### src/rtl/fcmp_arbiter.sv
// Shared single-precision FEQ/FLT/FLE unit with a two-port round-robin front end,
// one registered result stage and a sticky invalid-operation flag for fflags.
module fcmp_arbiter #(
  parameter int WIDTH = 32
) (
  input  logic             clk,
  input  logic             rst_n,
  input  logic             req0_valid,
  output logic             req0_ready,
  input  logic [1:0]       req0_op,
  input  logic [WIDTH-1:0] req0_a,
  input  logic [WIDTH-1:0] req0_b,
  input  logic             req1_valid,
  output logic             req1_ready,
  input  logic [1:0]       req1_op,
  input  logic [WIDTH-1:0] req1_a,
  input  logic [WIDTH-1:0] req1_b,
  output logic             rsp_valid,
  input  logic             rsp_ready,
  output logic             rsp_id,
  output logic [WIDTH-1:0] rsp_data,
  output logic             rsp_nv,
  output logic             flag_nv,
  input  logic             flag_clr
);

  localparam logic [1:0] OP_FLT = 2'b01;
  localparam logic [1:0] OP_FLE = 2'b10;

  logic             prio_q, prio_d;
  logic             rspValid_q, rspValid_d;
  logic             rspId_q, rspId_d;
  logic [WIDTH-1:0] rspData_q, rspData_d;
  logic             rspNv_q, rspNv_d;
  logic             flagNv_q, flagNv_d;

  logic             free, grant0, grant1, accept;
  logic [1:0]       selOp;
  logic [WIDTH-1:0] selA, selB;
  logic             aNan, bNan, aSnan, bSnan, anyNan;
  logic             bothZero, isEq, isLt, cmpBit, nvBit;

  // The grant depends only on valids, prio and the result slot, never on operands.
  always_comb begin
    free   = !rspValid_q || rsp_ready;
    grant0 = req0_valid && (!req1_valid || !prio_q);
    grant1 = req1_valid && (!req0_valid ||  prio_q);
    accept = free && (grant0 || grant1);
  end

  assign req0_ready = free && grant0;
  assign req1_ready = free && grant1;

  always_comb begin
    selOp = grant1 ? req1_op : req0_op;
    selA  = grant1 ? req1_a  : req0_a;
    selB  = grant1 ? req1_b  : req0_b;
  end

  // Sign-magnitude ordering; both zeros are equal regardless of sign, subnormals by raw bits.
  always_comb begin
    aNan     = (selA[30:23] == 8'hFF) && (selA[22:0] != 23'd0);
    bNan     = (selB[30:23] == 8'hFF) && (selB[22:0] != 23'd0);
    aSnan    = aNan && !selA[22];
    bSnan    = bNan && !selB[22];
    anyNan   = aNan || bNan;
    bothZero = (selA[30:0] == 31'd0) && (selB[30:0] == 31'd0);
    isEq     = bothZero || (selA == selB);
    if (bothZero) begin
      isLt = 1'b0;
    end else if (selA[31] != selB[31]) begin
      isLt = selA[31];
    end else if (!selA[31]) begin
      isLt = selA[30:0] < selB[30:0];
    end else begin
      isLt = selA[30:0] > selB[30:0];
    end
    if (selOp == OP_FLT) begin
      cmpBit = !anyNan && isLt;
      nvBit  = anyNan;
    end else if (selOp == OP_FLE) begin
      cmpBit = !anyNan && (isLt || isEq);
      nvBit  = anyNan;
    end else begin
      cmpBit = !anyNan && isEq;
      nvBit  = aSnan || bSnan;
    end
  end

  always_comb begin
    prio_d     = prio_q;
    rspValid_d = rspValid_q;
    rspId_d    = rspId_q;
    rspData_d  = rspData_q;
    rspNv_d    = rspNv_q;
    if (free) begin
      rspValid_d = accept;
    end
    if (accept) begin
      prio_d    = grant0;
      rspId_d   = grant1;
      rspData_d = {{(WIDTH-1){1'b0}}, cmpBit};
      rspNv_d   = nvBit;
    end
    // A set in the same cycle as a clear must win.
    if (accept && nvBit) begin
      flagNv_d = 1'b1;
    end else if (flag_clr) begin
      flagNv_d = 1'b0;
    end else begin
      flagNv_d = flagNv_q;
    end
  end

  always_ff @(posedge clk or negedge rst_n) begin
    if (!rst_n) begin
      prio_q     <= 1'b0;
      rspValid_q <= 1'b0;
      rspId_q    <= 1'b0;
      rspData_q  <= '0;
      rspNv_q    <= 1'b0;
      flagNv_q   <= 1'b0;
    end else begin
      prio_q     <= prio_d;
      rspValid_q <= rspValid_d;
      rspId_q    <= rspId_d;
      rspData_q  <= rspData_d;
      rspNv_q    <= rspNv_d;
      flagNv_q   <= flagNv_d;
    end
  end

  assign rsp_valid = rspValid_q;
  assign rsp_id    = rspId_q;
  assign rsp_data  = rspData_q;
  assign rsp_nv    = rspNv_q;
  assign flag_nv   = flagNv_q;

endmodule

### config.mk
export PLATFORM = sky130hd
export DESIGN_NAME = fcmp_arbiter
export DESIGN_NICKNAME = d
export VERILOG_FILES = /design/src/rtl/fcmp_arbiter.sv
export SDC_FILE = /design/constraint.sdc
export NUM_CORES = 1
export LEC_CHECK = 0
export CAP_MARGIN = 25
export CELL_PAD_IN_SITES_DETAIL_PLACEMENT = 0
export CELL_PAD_IN_SITES_GLOBAL_PLACEMENT = 1
export CORE_UTILIZATION = 24
export DETAILED_ROUTE_END_ITERATION = 8
export GPL_TIMING_DRIVEN = 0
export PLACE_DENSITY = 0.84
export SYNTH_ARGS = -nofsm -noshare
export SYNTH_HDL_FRONTEND = slang
export SYNTH_SLANG_ARGS = --single-unit
### constraint.sdc
create_clock -name clk -period 5 [get_ports clk]
set_clock_uncertainty 0.2 [all_clocks]
set_input_delay 1.25 -clock clk [delete_from_list [all_inputs] [get_ports clk]]
set_output_delay 1.25 -clock clk [all_outputs]
set_load 0.01 [all_outputs]
==> impl_metrics.yaml <==
sta:
  setup-violations-final: 0
  slew-limit-headroom_pct: 61.3
  min_period_over_period_pct: 96.7
  drv_slew: 0
  finalCriticalPeriod_ns: 4.83
  finalHoldViolCount: 0
  fmax_mhz: 207
  setup_ws_ns: 0.166
  worst_pin_slew_ns: 0.572
layout:
  drive_above_1_share_pct: 11.9
  nets: 676
  fillCellCount: 1009
  syn2layout_area_growth_pct: 71.6
  fin_cells: 645
  antennaDiodeCount: 0
pwr:
  cellPowerDensity_nw_per_um2: 137
  p_leak_nw: 1.93
  irDropWorstVdd_mv: 0.104
synth:
  yosys.area.top_type: "mux2i_1"
  synthMostInstantiatedCell: "nand2_1"
  ys_types: 55
  synth-seq-cells: 6
  synth_top_area_share_pct: 14.0
  synth-warning-count: 0
  synth_edf_count: 0
  synth_ff_type: "dfrtp_1"
  synthArstFlopShare_pct: 100
  seq_area_frac_synth_pct: 6.00
  synthTopCellsByArea: "mux2i_1 (14%), ha_1 (12%), buf_4 (9.6%)"
  synth_commonest_cells: "nand2_1 (41), mux2i_1 (35), buf_4 (32)"
  syn_inst: 335
  syn_area_um2: 2500
  syn_avg_cell_area_um2: 7.47
grt:
  grt_usage_pct: 18.9
  grt_pass1_vias: 3076
  antenna_found_initial: 0
  grt_max_degree: 11
  grt_pass1_wl_mm: 16.1
  grt.overflow.total: 0
cts:
  cts-root-buf: "clkbuf_8"
  postCtsHoldBufs: 0
  clockBufferDepth: 2
  clkSinkCount: 6
  clk_pin_slew_worst_paths_ns: 0.03
  htreeDepth: 1
  clk_latency_ns: 0.22
  cts_tree: "done"
  cts_made_buffers: 3
floorplan:
  start_util_pct: 25.1
  dieWidth_um: 104
  pin_count: 176
  core-area_um2: 9950
  die_y_um: 104
  rows: 36
  dieArea_um2: 10800
placed_design:
  portBuffers: 143
  dpl.hpwl_mm: 9.14
  dp.cells: 641
  place_ws_ns: -0.834
  place.gp.congestion: 0.908
worst_setup_path:
  setup.worst_path.end_class: "flop"
  worstPathCellList: "dlygate4sd2_1, nor2b_4, buf_6, nor2_8, buf_6, buf_4, clkbuf_4, nand2_1, nand2_1, ha_1, maj3_1, mux2_2, a221oi_1, o22a_1, o211ai_1, a311o_1, o21ai_1, a22o_1"
  r2r_slack_ns: 1.03
  critPathRequiredTime_ns: 4.95
  timing.rr.start: "prio_q$_DFFE_PN0P_"
  cp_max_fo: 10
  cp_slowest_stage_delay_ns: 0.37
  cp-start-kind: "input pin"
  arrival_ns: 4.79
  cpMaxStageDelayCell: "maj3_1"
  path_class: "in -> reg"
  startpoint: "req0_valid"
flow_run:
  maxCapViolations: 0
route:
  drc_errors: 0
  routed-via-count: 3016
  final_antenna_net_count: 0
  dr.pass1.iters: 4
  wirelength_mm: 10.4
  first_iter_violations: 133
  wire_per_inst_um: 16.2
  vias_per_cell: 4.68
hold_path:
  hold_start: "rsp_data[0]$_DFFE_PN0P_"
  min_path_type: "reg -> reg"
outcome:
  status: "finished clean"
==> sequential cells by signal, indices dropped and copies added (netlist names) <==
register	flops
rsp_id	1
rsp_valid	1
rsp_nv	1
rsp_data	1
flag_nv	1
prio_q	1
==> cell usage in the layout, fill, tap and decap left out, types with 3 or more instances in the layout <==
master	synthesis	routed
nand2b_1	7	7
o21ai_0	11	11
nor3_1	9	9
nand4_1	12	12
clkdlybuf4s50_1	0	142
nand2_1	41	41
o221ai_1	3	3
and3_1	3	3
xor2_1	12	12
maj3_1	6	6
nand3_1	5	5
clkbuf_8	0	3
xnor2_1	4	4
nor4_1	18	17
conb_1	1	31
nor2_1	10	10
or4_1	4	4
buf_6	2	5
a21oi_1	16	16
mux2i_1	35	35
dfrtp_1	6	6
ha_1	24	24
mux2_2	7	7
buf_4	32	33
inv_1	24	24
==> worst max-delay path, delay by kind of cell <==
| kind | cells | cell delay (ns) |
|---|---|---|
| compound gates | 6 | 1.29 |
| fa+ha+maj | 2 | 0.61 |
| buf+inv | 5 | 1.03 |
| mux | 1 | 0.26 |
| simple gates | 4 | 0.36 |
==> where the power goes <==
group	switching (mW)	internal, mW	total (mW)
clock	0.0188	0.0515	0.0703
combinational	0.215	0.243	0.458
sequential	0.00536	0.0551	0.0605
total	0.239	0.350	0.589
==> per-stage QoR <==
stage,total power [mW],setup TNS [ns],hold slack (ns),util [%],area [µm²]
after floorplan,0.306,0,0.344,-,2610
after global placement,0.507,-1.11,0.313,42.3,4210
after detailed placement,0.510,-1.09,0.314,42.3,4210
after CTS,0.587,0,0.321,42.9,4270
after global routing,0.638,-0.000267,0.336,43.1,4290
final,0.589,0,0.316,43.1,4290
==> cell families after synthesis <==
kind of cell    after synthesis  share of synthesized area (%)
flops                         6                           6.00
buf+inv                      66                           16.0
fa+ha+maj                    30                           14.4
simple gates                120                           26.3
mux                          42                           17.2
other cells                   1                          0.150
xor+xnor                     16                           5.60
compound gates               54                           14.4
==> routing by layer <==
layer | up-vias | wire, µm | track usage [%]
met5 | - | 0 | 0
met3 | 15 | 716 | 2.88
met2 | 142 | 4910 | 32.7
met1 | 1337 | 4630 | 24.7
met4 | 0 | 164 | 3.57
li1 | 1522 | - | -
==> layout make-up <==
class / count / area (µm²) / share of cell area (%)
timing repair buffer: 144 / 1440 / 33.5
buffer: 41 / 332 / 7.72
sequential: 6 / 150 / 3.50
inverter: 25 / 96.3 / 2.24
multi-input combinational: 293 / 2070 / 48.2
clock buffer: 3 / 41.3 / 0.962
tap: 133 / 166 / 3.88
==> worst paths after layout <==
path,endpoint,depth (start not counted)
setup / recovery,rsp_data[0]$_DFFE_PN0P_,18
hold / removal,rsp_data[0]$_DFFE_PN0P_,1
setup reg to reg,rsp_data[0]$_DFFE_PN0P_,17
hold reg to reg,rsp_data[0]$_DFFE_PN0P_,1
max in group asynchronous,rsp_nv$_DFFE_PN0P_,1
min in group asynchronous,rsp_valid$_DFFE_PN0P_,1
==> repair_timing <==
action | in CTS | in global routing
resized for setup | 8 | 8
setup buffers | 0 | 1
pin swaps | 0 | 1
cloned | 0 | 0
endpoints found under the setup margin | 2 | 1
Power figures use the tool's default switching activity.
